--- src/rtl/rv32i_package.sv ---
// Shared types and constants for the rv32i decode stage: operand selects,
// ALU operations, immediate formats and base opcodes.
package rv32i_package;

  typedef enum logic [1:0] {SRC_0 = 2'd0, SRC_PC = 2'd1, SRC_RS1 = 2'd2} alu_op_a_t;
  typedef enum logic [1:0] {SRC_4 = 2'd0, SRC_IMM = 2'd1, SRC_RS2 = 2'd2} alu_op_b_t;

  typedef enum logic [3:0] {
    ALU_ADD, ALU_SUB, ALU_SLT, ALU_SLTU, ALU_XOR,
    ALU_OR, ALU_AND, ALU_SL, ALU_SRL, ALU_SRA
  } alu_op_t;

  typedef enum logic [2:0] {IMM_I, IMM_S, IMM_B, IMM_U, IMM_J} imm_type_t;

  localparam logic [6:0] OPC_LUI      = 7'h37;
  localparam logic [6:0] OPC_AUIPC    = 7'h17;
  localparam logic [6:0] OPC_JAL      = 7'h6F;
  localparam logic [6:0] OPC_JALR     = 7'h67;
  localparam logic [6:0] OPC_BRANCH   = 7'h63;
  localparam logic [6:0] OPC_LOAD     = 7'h03;
  localparam logic [6:0] OPC_STORE    = 7'h23;
  localparam logic [6:0] OPC_OP_IMM   = 7'h13;
  localparam logic [6:0] OPC_OP       = 7'h33;
  localparam logic [6:0] OPC_MISC_MEM = 7'h0F;
  localparam logic [6:0] OPC_SYSTEM   = 7'h73;

  // alt selects the funct7[5] variant: SUB for funct3 000, SRA for funct3 101.
  function automatic alu_op_t funct3_to_alu(input logic [2:0] funct3, input logic alt);
    alu_op_t op;
    case (funct3)
      3'b000:  op = alt ? ALU_SUB : ALU_ADD;
      3'b001:  op = ALU_SL;
      3'b010:  op = ALU_SLT;
      3'b011:  op = ALU_SLTU;
      3'b100:  op = ALU_XOR;
      3'b101:  op = alt ? ALU_SRA : ALU_SRL;
      3'b110:  op = ALU_OR;
      default: op = ALU_AND;
    endcase
    return op;
  endfunction

endpackage

--- src/rtl/rv32i_imm_gen.sv ---
// Combinational immediate generator: assembles and sign-extends the
// immediate of the selected instruction format.
module rv32i_imm_gen
  import rv32i_package::*;
(
  input  logic [31:0] instr,
  input  imm_type_t   imm_type,
  output logic [31:0] imm
);

  always_comb begin
    imm = 32'd0;
    case (imm_type)
      IMM_I:   imm = {{20{instr[31]}}, instr[31:20]};
      IMM_S:   imm = {{20{instr[31]}}, instr[31:25], instr[11:7]};
      IMM_B:   imm = {{20{instr[31]}}, instr[7], instr[30:25], instr[11:8], 1'b0};
      IMM_U:   imm = {instr[31:12], 12'd0};
      IMM_J:   imm = {{12{instr[31]}}, instr[19:12], instr[20], instr[30:21], 1'b0};
      default: imm = 32'd0;
    endcase
  end

endmodule

--- src/rtl/rv32i_decode.sv ---
// rv32i decode stage: decodes the fetched instruction into ALU/memory/branch
// controls and registers them, handling stall, flush and load-use bubbles.
module rv32i_decode
  import rv32i_package::*;
(
  input  logic        clk,
  input  logic        reset,
  input  logic [31:0] instr,
  input  logic [31:0] instr_pc,
  input  logic        instr_valid,
  output logic        instr_ready,
  input  logic        decode_stall,
  input  logic        flush,
  output logic        decode_valid,
  output logic [31:0] pc,
  output alu_op_a_t   alu_op_a,
  output alu_op_b_t   alu_op_b,
  output alu_op_t     alu_op,
  output logic [31:0] imm_value,
  output logic [4:0]  rs1_addr,
  output logic [4:0]  rs2_addr,
  output logic [4:0]  rd_addr,
  output logic        rd_we,
  output logic        is_load,
  output logic        is_store,
  output logic [2:0]  mem_size,
  output logic        is_branch,
  output logic [2:0]  branch_cond,
  output logic        is_jal,
  output logic        is_jalr,
  output logic        illegal_instr
);

  logic [6:0]  opcode;
  logic [2:0]  funct3;
  logic [6:0]  funct7;
  imm_type_t   imm_type;
  logic [31:0] imm;
  alu_op_a_t   dec_op_a;
  alu_op_b_t   dec_op_b;
  alu_op_t     dec_alu;
  logic        dec_we, dec_load, dec_store, dec_branch, dec_jal, dec_jalr, dec_illegal;
  logic        reads_rs1, reads_rs2, hazard;

  assign opcode = instr[6:0];
  assign funct3 = instr[14:12];
  assign funct7 = instr[31:25];

  rv32i_imm_gen u_imm_gen (
    .instr    (instr),
    .imm_type (imm_type),
    .imm      (imm)
  );

  always_comb begin
    dec_op_a    = SRC_RS1;
    dec_op_b    = SRC_IMM;
    dec_alu     = ALU_ADD;
    imm_type    = IMM_I;
    dec_we      = 1'b0;
    dec_load    = 1'b0;
    dec_store   = 1'b0;
    dec_branch  = 1'b0;
    dec_jal     = 1'b0;
    dec_jalr    = 1'b0;
    dec_illegal = 1'b0;
    reads_rs1   = 1'b0;
    reads_rs2   = 1'b0;
    case (opcode)
      OPC_LUI:   begin dec_op_a = SRC_0;  imm_type = IMM_U; dec_we = 1'b1; end
      OPC_AUIPC: begin dec_op_a = SRC_PC; imm_type = IMM_U; dec_we = 1'b1; end
      OPC_JAL: begin
        dec_op_a = SRC_PC; dec_op_b = SRC_4; imm_type = IMM_J;
        dec_we = 1'b1; dec_jal = 1'b1;
      end
      OPC_JALR: begin
        dec_op_a = SRC_PC; dec_op_b = SRC_4; imm_type = IMM_I;
        dec_we = 1'b1; dec_jalr = 1'b1; reads_rs1 = 1'b1;
      end
      OPC_BRANCH: begin
        dec_op_b = SRC_RS2; dec_alu = ALU_SUB; imm_type = IMM_B;
        dec_branch = 1'b1; reads_rs1 = 1'b1; reads_rs2 = 1'b1;
        dec_illegal = (funct3[2:1] == 2'b01);
      end
      OPC_LOAD:  begin dec_load = 1'b1; dec_we = 1'b1; reads_rs1 = 1'b1; end
      OPC_STORE: begin
        imm_type = IMM_S; dec_store = 1'b1; reads_rs1 = 1'b1; reads_rs2 = 1'b1;
      end
      OPC_OP_IMM: begin
        // The upper immediate bits double as funct7 only for the shifts.
        dec_alu = funct3_to_alu(funct3, (funct3 == 3'b101) && funct7[5]);
        dec_we = 1'b1; reads_rs1 = 1'b1;
        dec_illegal = ((funct3 == 3'b001) && (funct7 != 7'h00)) ||
                      ((funct3 == 3'b101) && ((funct7 & 7'h5F) != 7'h00));
      end
      OPC_OP: begin
        dec_op_b = SRC_RS2;
        dec_alu = funct3_to_alu(funct3, funct7[5]);
        dec_we = 1'b1; reads_rs1 = 1'b1; reads_rs2 = 1'b1;
        dec_illegal = !((funct7 == 7'h00) ||
                        ((funct7 == 7'h20) && ((funct3 == 3'b000) || (funct3 == 3'b101))));
      end
      OPC_MISC_MEM: ;
      default: dec_illegal = 1'b1;
    endcase
    if (dec_illegal) begin
      dec_we     = 1'b0;
      dec_load   = 1'b0;
      dec_store  = 1'b0;
      dec_branch = 1'b0;
      dec_jal    = 1'b0;
      dec_jalr   = 1'b0;
    end
  end

  // rd_we already excludes x0, so a load to x0 never interlocks.
  assign hazard = decode_valid && is_load && rd_we &&
                  ((reads_rs1 && (instr[19:15] == rd_addr)) ||
                   (reads_rs2 && (instr[24:20] == rd_addr)));
  assign instr_ready = !decode_stall && !hazard && !flush;

  always_ff @(posedge clk) begin
    if (reset) begin
      decode_valid  <= 1'b0;
      pc            <= 32'd0;
      alu_op_a      <= SRC_0;
      alu_op_b      <= SRC_IMM;
      alu_op        <= ALU_ADD;
      imm_value     <= 32'd0;
      rs1_addr      <= 5'd0;
      rs2_addr      <= 5'd0;
      rd_addr       <= 5'd0;
      rd_we         <= 1'b0;
      is_load       <= 1'b0;
      is_store      <= 1'b0;
      mem_size      <= 3'd0;
      is_branch     <= 1'b0;
      branch_cond   <= 3'd0;
      is_jal        <= 1'b0;
      is_jalr       <= 1'b0;
      illegal_instr <= 1'b0;
    end else if (flush) begin
      decode_valid <= 1'b0;
      rd_we        <= 1'b0;
      is_load      <= 1'b0;
      is_store     <= 1'b0;
      is_branch    <= 1'b0;
      is_jal       <= 1'b0;
      is_jalr      <= 1'b0;
    end else if (decode_stall) begin
    end else if (hazard) begin
      decode_valid <= 1'b0;
      rd_we        <= 1'b0;
      is_load      <= 1'b0;
    end else if (instr_valid) begin
      decode_valid  <= 1'b1;
      pc            <= instr_pc;
      alu_op_a      <= dec_op_a;
      alu_op_b      <= dec_op_b;
      alu_op        <= dec_alu;
      imm_value     <= imm;
      rs1_addr      <= instr[19:15];
      rs2_addr      <= instr[24:20];
      rd_addr       <= instr[11:7];
      rd_we         <= dec_we && (instr[11:7] != 5'd0);
      is_load       <= dec_load;
      is_store      <= dec_store;
      mem_size      <= funct3;
      is_branch     <= dec_branch;
      branch_cond   <= funct3;
      is_jal        <= dec_jal;
      is_jalr       <= dec_jalr;
      illegal_instr <= dec_illegal;
    end else begin
      decode_valid <= 1'b0;
    end
  end

endmodule

--- config.mk ---
export PLATFORM = sky130hd
export DESIGN_NAME = rv32i_decode
export DESIGN_NICKNAME = d
export VERILOG_FILES = /design/src/rtl/rv32i_package.sv /design/src/rtl/rv32i_imm_gen.sv /design/src/rtl/rv32i_decode.sv
export SDC_FILE = /design/constraint.sdc
export NUM_CORES = 1
export LEC_CHECK = 0
export BUFFER_PORTS_ARGS = -buffer_cell sky130_fd_sc_hd__buf_2
export CAP_MARGIN = 20
export CORE_ASPECT_RATIO = 1.1
export CORE_MARGIN = 4
export CORE_UTILIZATION = 53
export DETAILED_ROUTE_END_ITERATION = 12
export PLACE_DENSITY_LB_ADDON = 0.12
export RECOVER_POWER = 25
export SKIP_LAST_GASP = 1
export SYNTH_ARGS = -nofsm -noshare
export SYNTH_HDL_FRONTEND = slang
export SYNTH_SLANG_ARGS = --single-unit
--- constraint.sdc ---
create_clock -name clk -period 3 [get_ports clk]
set_clock_uncertainty 0.05 [all_clocks]
set_input_delay 0.75 -clock clk [delete_from_list [all_inputs] [get_ports clk]]
set_output_delay 0.75 -clock clk [all_outputs]
set_load 0.05 [all_outputs]
==> flow_summary.toml <==
[status]
outcome = "complete, no violations"

[timing]
setup_viol = 0
whs_ps = 413
rsz0062_at_grt = "false"
finalHoldViolations = 0
setup_tns_ps = 0
slew-limit-headroom = 0.284
worst_pin_slew_ps = 1070
finalMaxSlewViolations = 0
min_period_ps = 2900
min_period_over_period = 0.968
fmax_ghz = 0.344

[power_and_ir_drop]
power_density_nw_per_um2 = 484
p_total_mw = 2.68
vdd_drop_max_v = 0.000302
p_leak_nw = 2.17

[cts]
cts_num_sinks = 98
clk_latency_ps = 360
clkTransAtPathRegs_ps = 90
cts_hold_buf = 0
cts.repair.resized = 0
htree_levels = 3
clockBufferDepth = 2
cts_tree = "built"
cts_setup_buffers = 0
cts_made_buffers = 9
root_buffer = "clkbuf_8"

[yosys]
synth.ff_latch_count = 98
synth_ff_type = "dfxtp_1"
synth_top_area_cell = "dfxtp_1"
yosysMostFrequentCell = "a21oi_1"
seq_area_frac_synth = 0.437
syn_avg_cell_area_sq_um = 8.38
netlist_area_sq_um = 4490
yosysTopAreaCellShare = 0.437
yosysWarnings = 0
synthesis.instances = 536
synth-async-reset-ratio = 0
ys_types = 51
synth_edf_count = 0
synth_area_leaders = "dfxtp_1 (44%), a21oi_1 (12%), o21ai_0 (7.1%)"
netlist_top_cells_count = "a21oi_1 (106), dfxtp_1 (98), o21ai_0 (64)"
syn_nets = 605

[die]
row_count = 34
die_w_microns = 95.8
core-area_sq_um = 8080
ios = 171
die-area_sq_um = 10000
die_h_microns = 105
start_util = 0.555

[route]
ant_nets = 0
wl_per_cell_microns = 17.5
drtIter0Drc = 244
num_vias = 4651
firstDrtPassIters = 5
via_per_inst = 5.86
totalWireLength_mm = 13.9
drc_errors = 0

[critical_path]
r2r_slack_ps = 670
cpMostUsedCell = "buf_2"
cpPeakStageDelay_ps = 350
worst_setup_path_end_kind = "output pin"
critical-path-top-delay-family = "buffers and inverters"
crit_buf_inv = 3
crit_chain = "buf_2 -> and3b_1 -> o2111ai_1 -> o22ai_4 -> buf_4 -> nor3_4 -> buf_2"
critPathRequiredTime_ps = 2200
slowest_stage = "o2111ai_1"
start_kind = "input pin"
critPathKind = "input pin to output pin"
startpoint = "instr[5]"
r2r-start = "decode_valid$_SDFFE_PP0N_"
critPathArrivalTime_ps = 2100
crit_fanout = 4

[global_routing]
grt_pass1_wl_mm = 22.0
grt_usage = 0.274
grt-ovfl-total = 0
grt_max_degree = 92
grt_pass1_vias = 4429
antenna_found_initial = 0

[layout]
fillerInstances = 739
drive_gt1_frac = 0.259
area_growth_pct = 23.3
final_util = 0.685
diodes = 0
nNetsFinal = 750
multiInputGateArea_sq_um = 2260
design_area_sq_um = 5540
regArea_sq_um = 1960

[hold_path]
holdCritPathClass = "flop to flop"
min-delay-start = "is_jal$_SDFFE_PP0P_"

[place]
placed_area_sq_um = 5410
numPortBuffers = 170
routabilityCongestion = 0.838
place_hpwl_mm = 9.80

[flow_run]
drv_cap = 0
[area by class of cell]
type | count | share of cell area
tap | 108 | 0.0244
sequential | 98 | 0.354
clock buffer | 9 | 0.0224
clock inverter | 7 | 0.0111
multi-input combinational | 375 | 0.409
inverter | 4 | 0.00271
timing repair buffer | 193 | 0.176
[state kept, by name, summed over array words and instances (netlist names)]
signal / flops
rs2_addr: 5
is_jal: 1
is_store: 1
alu_op: 4
decode_valid: 1
rd_addr: 5
alu_op_a: 2
imm_value: 32
rd_we: 1
branch_cond: 3
is_jalr: 1
illegal_instr: 1
is_branch: 1
is_load: 1
alu_op_b: 2
rs1_addr: 5
pc: 32
[worst min-delay path: stages, from the launching register on]
cell	delay, ps
dfxtp_1	320
nand2_1	50
mux2i_1	50
[cell families after synthesis]
kind of cell	count (synthesis)	synth area share
DFF	98	0.437
and+or+nand+nor	128	0.156
muxes	9	0.0201
adders and majority gates	1	0.00223
buffers and inverters	63	0.0674
AOI/OAI and AO/OA	225	0.294
xor gates and xnor gates	12	0.0234
[per-layer routing]
layer	track usage	vias to the layer above	part of all wire
li1	-	2255	-
met1	0.353	2198	0.42
met2	0.452	179	0.49
met3	0.0586	19	0.076
met4	0.0894	0	0.019
met5	0	-	0
[final timing paths]
kind                                     end  depth (start not counted)
hold / removal           is_jal$_SDFFE_PP0P_                          2
hold reg to reg          is_jal$_SDFFE_PP0P_                          2
setup / recovery                 instr_ready                          7
setup reg to reg  imm_value[30]$_SDFFE_PP0P_                          6
[report_power, final]
group          internal (mW)  total (mW)  switching [mW]
Clock                  0.318       0.807           0.489
Sequential              1.35        1.37          0.0260
Combinational          0.141       0.498           0.357
[through the flow]
step	worst slack, ps	instances
after floorplan	156	536
after global placement	62.5	778
after detailed placement	-0.723	778
after CTS	89.2	794
after global routing	21.3	794
final	95.5	794
[placed cells by master, fill, tap and decap left out, types with 10 or more instances in the layout]
| cell | n |
|---|---|
| xnor2_1 | 11 |
| nand3_1 | 56 |
| buf_4 | 23 |
| nor2_1 | 10 |
| buf_2 | 119 |
| nand2_1 | 13 |
| a211oi_1 | 19 |
| a21oi_1 | 106 |
| o21ai_0 | 63 |
| clkbuf_1 | 50 |
| nand4_1 | 16 |
| dfxtp_1 | 98 |
(Power assumes the default switching activity.)
